$ cat src/rtl/out_bcd_display.sv
// Output-port display reader: free-running double-dabble conversion of a 32-bit register value
// into active-low seven-segment patterns, republished every 34 cycles.
module out_bcd_display #(
  parameter int unsigned DIGITS = 8,
  parameter bit          SIGNED = 1'b0,
  parameter bit          BLANK  = 1'b1
) (
  input  logic                  clock,
  input  logic                  reset,
  input  logic [31:0]           value,
  output logic [7*DIGITS-1:0]   seg,
  output logic                  valid,
  output logic                  frame,
  output logic                  overflow,
  output logic                  negative
);

  typedef enum logic [1:0] {
    StCapture,
    StShift,
    StPublish
  } state_t;

  localparam logic [6:0] SegBlank = 7'b1111111;
  localparam logic [6:0] SegMinus = 7'b0111111;

  state_t stateQ, stateD;

  logic [31:0]         binQ;
  logic [39:0]         bcdQ;
  logic [4:0]          cntQ;
  logic                negQ;
  logic [7*DIGITS-1:0] segQ;
  logic                validQ;
  logic                frameQ;
  logic                ovfQ;
  logic                negOutQ;

  logic [31:0]         magnitude;
  logic [38:0]         bcdAdj;
  logic [39:0]         bcdNext;
  logic [31:0]         binNext;
  logic [7*DIGITS-1:0] segNext;
  logic                ovfNext;

  function automatic logic [6:0] encodeDigit(input logic [3:0] d);
    logic [6:0] pat;
    pat = SegBlank;
    case (d)
      4'd0:    pat = 7'b1000000;
      4'd1:    pat = 7'b1111001;
      4'd2:    pat = 7'b0100100;
      4'd3:    pat = 7'b0110000;
      4'd4:    pat = 7'b0011001;
      4'd5:    pat = 7'b0010010;
      4'd6:    pat = 7'b0000010;
      4'd7:    pat = 7'b1111000;
      4'd8:    pat = 7'b0000000;
      4'd9:    pat = 7'b0010000;
      default: pat = SegBlank;
    endcase
    return pat;
  endfunction

  // Two's-complement magnitude; -2^31 naturally yields 2147483648 as unsigned.
  always_comb begin
    magnitude = value;
    if (SIGNED && value[31]) begin
      magnitude = 32'(~value + 32'd1);
    end
  end

  // Nibble 9 never reaches 5 before the final shift (2^32 < 5e9), so only its low bits move up.
  always_comb begin
    bcdAdj = '0;
    for (int k = 0; k < 9; k++) begin
      if (bcdQ[4*k +: 4] >= 4'd5) begin
        bcdAdj[4*k +: 4] = bcdQ[4*k +: 4] + 4'd3;
      end else begin
        bcdAdj[4*k +: 4] = bcdQ[4*k +: 4];
      end
    end
    bcdAdj[38:36] = bcdQ[38:36];
    bcdNext = {bcdAdj, binQ[31]};
    binNext = {binQ[30:0], 1'b0};
  end

  always_comb begin
    stateD = stateQ;
    unique case (stateQ)
      StCapture: stateD = StShift;
      StShift:   stateD = (cntQ == 5'd31) ? StPublish : StShift;
      StPublish: stateD = StCapture;
      default:   stateD = StCapture;
    endcase
  end

  // Publish-side decode: leading-zero blanking, minus placement and overflow detection.
  always_comb begin
    int unsigned msd;
    msd     = 0;
    ovfNext = 1'b0;
    segNext = '1;
    for (int k = 0; k < int'(DIGITS); k++) begin
      if (bcdQ[4*k +: 4] != 4'd0) begin
        msd = k;
      end
    end
    for (int k = int'(DIGITS); k < 10; k++) begin
      if (bcdQ[4*k +: 4] != 4'd0) begin
        ovfNext = 1'b1;
      end
    end
    for (int k = 0; k < int'(DIGITS); k++) begin
      if (BLANK && (k > int'(msd))) begin
        segNext[7*k +: 7] = (negQ && (k == int'(msd) + 1)) ? SegMinus : SegBlank;
      end else begin
        segNext[7*k +: 7] = encodeDigit(bcdQ[4*k +: 4]);
      end
    end
  end

  always_ff @(posedge clock) begin
    if (!reset) begin
      stateQ  <= StCapture;
      cntQ    <= '0;
      binQ    <= '0;
      bcdQ    <= '0;
      negQ    <= 1'b0;
      segQ    <= '1;
      validQ  <= 1'b0;
      frameQ  <= 1'b0;
      ovfQ    <= 1'b0;
      negOutQ <= 1'b0;
    end else begin
      stateQ <= stateD;
      frameQ <= 1'b0;
      unique case (stateQ)
        StCapture: begin
          binQ <= magnitude;
          negQ <= SIGNED && value[31];
          bcdQ <= '0;
          cntQ <= '0;
        end
        StShift: begin
          binQ <= binNext;
          bcdQ <= bcdNext;
          cntQ <= cntQ + 5'd1;
        end
        StPublish: begin
          segQ    <= segNext;
          ovfQ    <= ovfNext;
          negOutQ <= negQ;
          validQ  <= 1'b1;
          frameQ  <= 1'b1;
        end
        default: ;
      endcase
    end
  end

  assign seg      = segQ;
  assign valid    = validQ;
  assign frame    = frameQ;
  assign overflow = ovfQ;
  assign negative = SIGNED ? negOutQ : 1'b0;

endmodule

$ cat config.mk
export PLATFORM = sky130hd
export DESIGN_NAME = out_bcd_display
export DESIGN_NICKNAME = d
export VERILOG_FILES = /design/src/rtl/out_bcd_display.sv
export SDC_FILE = /design/constraint.sdc
export NUM_CORES = 1
export LEC_CHECK = 0
export CORE_MARGIN = 1.5
export CORE_UTILIZATION = 57
export CTS_CLUSTER_DIAMETER = 120
export DETAILED_ROUTE_END_ITERATION = 10
export PLACE_DENSITY = 0.82
export SLEW_MARGIN = 10
export SYNTH_ARGS = -nofsm -noshare
export SYNTH_HDL_FRONTEND = slang
export SYNTH_SLANG_ARGS = --single-unit
$ cat constraint.sdc
create_clock -name clock -period 3.15 [get_ports clock]
set_input_delay 0.63 -clock clock [delete_from_list [all_inputs] [get_ports clock]]
set_output_delay 0.63 -clock clock [all_outputs]
set_load 0.03 [all_outputs]
==> metrics.yaml <==
run_status:
  status: "finished, final reports clean"
sta:
  finalCritPeriodShare_pct: 92.4
  rsz0062_at_grt: "false"
  hold_viol: 0
  final.setup_skew_ns: 0.0126
  timing.fmax_mhz: 344
  worst_pin_slew_ns: 0.991
  setup_tns_ns: 0
  setup_viol: 0
  relSlewSlack_pct: 33.4
  finalCriticalPeriod_ns: 2.91
  setup_ws_ns: 0.241
  finalMaxSlewViolations: 0
routing:
  drtAntennaViolNets: 0
  drcViolationCount: 0
  firstDrtPassIters: 5
  dr.first_iter.drc_count: 462
  wirelength_um: 18900
  wl_per_cell_um: 13.7
  vias: 7683
  routed_via_density: 5.58
clock_network:
  post_cts_resized: 0
  cts_buffers: 17
  cts_buffer_depth: 2
  cts_setup_buffers: 0
  worstSkewPairLatency_ns: 0.43
  holdBufCountCts: 0
  root_buffer: "clkbuf_16"
  cts_sinks: 187
  cts_tree: "built"
  clkTransAtPathRegs_ns: 0.07
  cts_max_level: 4
run:
  cap_viol_max_count: 0
final_layout:
  final_cell_count_no_fill: 1378
  diodes: 0
  multi_input_area_sq_mm: 0.00475
  regArea_sq_mm: 0.00375
  fill_cells: 1203
  design_area_sq_mm: 0.0107
  syn2layout_area_growth_pct: 19.2
  final_util_pct: 69.9
  nets: 1248
  drive_above_1_share_pct: 5.74
setup_path:
  path_delay_family: "simple AND/OR/NAND/NOR gates"
  crit_arrival_ns: 3.23
  cp_cell_sequence: "inv_1 > ha_1 > nand2b_1 > a21oi_1 > xnor2_1 > o21ai_0 > and2_1 > inv_1 > ha_1 > or4_1 > and3_1"
  cp.buffers_inverters: 2
  required_ns: 3.47
  cp-start-kind: "flip-flop"
  critPathMaxFanout: 5
  r2r_start: "bcdQ[21]"
  critical_path_class: "flip-flop to flip-flop"
  crit_slowest_cell: "or4_1"
  endpoint_kind: "flip-flop"
  crit_start: "bcdQ[21]"
  r2r_slack_ns: 0.24
  max_stage_delay_ns: 0.48
yosys:
  netlist_instances: 1088
  async_flop_share_pct: 0
  syn_nets: 1182
  synth_seq_cells: 187
  synth_simple_gate_area_share_pct: 21.6
  synth_mux_area_share_pct: 3.69
  synth_top_cell_area_share_pct: 41.8
  synth_flop_cell: "dfxtp_1"
  synth_xor_area_share_pct: 1.08
  synthTopCellsByArea: "dfxtp_1, ha_1, nor2_1"
  ys_seq_area_share_pct: 41.8
  yosys_warnings: 0
  syn_area_per_cell_sq_um: 8.23
  synth_fa_ha_area_share_pct: 8.38
  synth_top_family_by_area: "simple AND/OR/NAND/NOR gates"
  synth_edf_count: 0
  synthesis.area_sq_mm: 0.00896
  synth_compound_area_share_pct: 18.2
  synthDistinctLibCells: 66
  yosysTopAreaCell: "dfxtp_1"
placement:
  dp_slack_ns: 0.289
  numPortBuffers: 92
  place_congestion: 0.861
  hpwlAfterDp_um: 13000
  place_area_sq_mm: 0.0100
  dpl.cell_count: 1346
floorplan:
  std_cell_rows: 45
  core_sq_mm: 0.0153
  initial_core_util_pct: 58.7
  pin_count: 94
  die_w_um: 128
  die_area_sq_mm: 0.0165
  die_h_um: 128
grt:
  grt_pass1_vias: 7118
  grt_overflow: 0
  grtUsageTotal_pct: 23.8
  grt_pass1_wl_um: 32100
  grt_max_degree: 82
  antenna_found_initial: 1
power:
  irDropWorstVdd_mv: 0.381
  leakagePower_nw: 4.49
  cellPowerDensity_mw_per_mm2: 455
worst_hold_path:
  hp-class: "flip-flop to flip-flop"
[worst min-delay path: cells and delay by family (launching register included)]
kind | cells | cell delay [ns]
DFF | 1 | 0.31
and+or+nand+nor | 2 | 0.10
[final cells by class]
| class | instances | share of cell area [%] |
|---|---|---|
| multi-input combinational | 783 | 44.5 |
| clock buffer | 20 | 4.38 |
| sequential | 187 | 35.1 |
| clock inverter | 12 | 1.49 |
| tap | 211 | 2.47 |
| inverter | 49 | 1.72 |
| timing repair buffer | 116 | 10.3 |
[cells by family (layout without fill, tap and decap cells)]
kind of cell,count (synthesis),in the layout
AND/OR/NAND/NOR,412,412
AO/OA/AOI/OAI,266,266
flip-flops,187,187
buffers and inverters,118,197
adder cells (fa/ha/maj),60,60
multiplexers,33,33
XOR/XNOR,11,11
other,1,1
[routing by layer]
metal	vias to the layer above	routed length (um)	global-route usage (%)	part of all wire (%)
li1	3896	-	-	-
met3	27	810	5.16	4.3
met5	-	13	0	0.069
met1	3575	8300	28.8	44
met4	2	349	8.66	1.8
met2	183	9440	41.6	50
[path summary, 6_finish.rpt]
check                   end  cells after the start
setup reg to reg  flip-flop                     11
hold / removal      seg[27]                      2
hold reg to reg     seg[27]                      2
setup / recovery  flip-flop                     11
[stage by stage]
step,total power [mW],hold WS [ns]
2_1_floorplan,2.58,0.415
6_report,4.85,0.434
3_3_place_gp,2.65,0.420
5_1_grt,5.02,0.465
4_1_cts,4.89,0.438
3_5_place_dp,2.66,0.429
[synth_stat cells (19+ instances only)]
cell      number
nor2_1       148
dfxtp_1      187
mux2i_1       33
nor3_1        32
ha_1          60
nand2_1      108
nand2b_1      19
o22ai_1       23
a21oi_1       87
nand3_1       29
o21ai_0       75
inv_1         49
clkbuf_1      55
[power by group]
group | switching (mW) | internal [mW] | leakage, nW | total [mW]
registers | 0.0155 | 2.39 | 1.52 | 2.40
clock network | 0.919 | 1.32 | 0.303 | 2.24
logic | 0.109 | 0.0938 | 2.67 | 0.203
total | 1.04 | 3.81 | 4.49 | 4.85
[cell usage in the layout, fill, tap and decap left out, types with 4 or more instances in the layout]
cell type        synthesis  layout
a211o_1                  4       4
a21oi_1                 87      87
a22oi_1                 11      11
a31oi_1                  7       7
a32oi_1                  5       5
and2_1                  13      13
and3_1                   9       9
buf_4                    2      24
clkbuf_16                0      18
clkdlybuf4s50_1          0      91
dfxtp_1                187     185
ha_1                    60      60
inv_1                   49      48
mux2i_1                 33      33
nand2_1                108     108
nand2b_1                19      19
nand3_1                 29      29
nand4_1                  7       7
nor2_1                 148     148
nor2b_1                  5       4
nor3_1                  32      32
nor3b_1                 13      13
o21ai_0                 75      75
o21ai_1                  7       7
o22ai_1                 23      23
o31ai_1                  9       9
or3_1                    5       5
xnor2_1                  9       9
(Power assumes the default switching activity.)
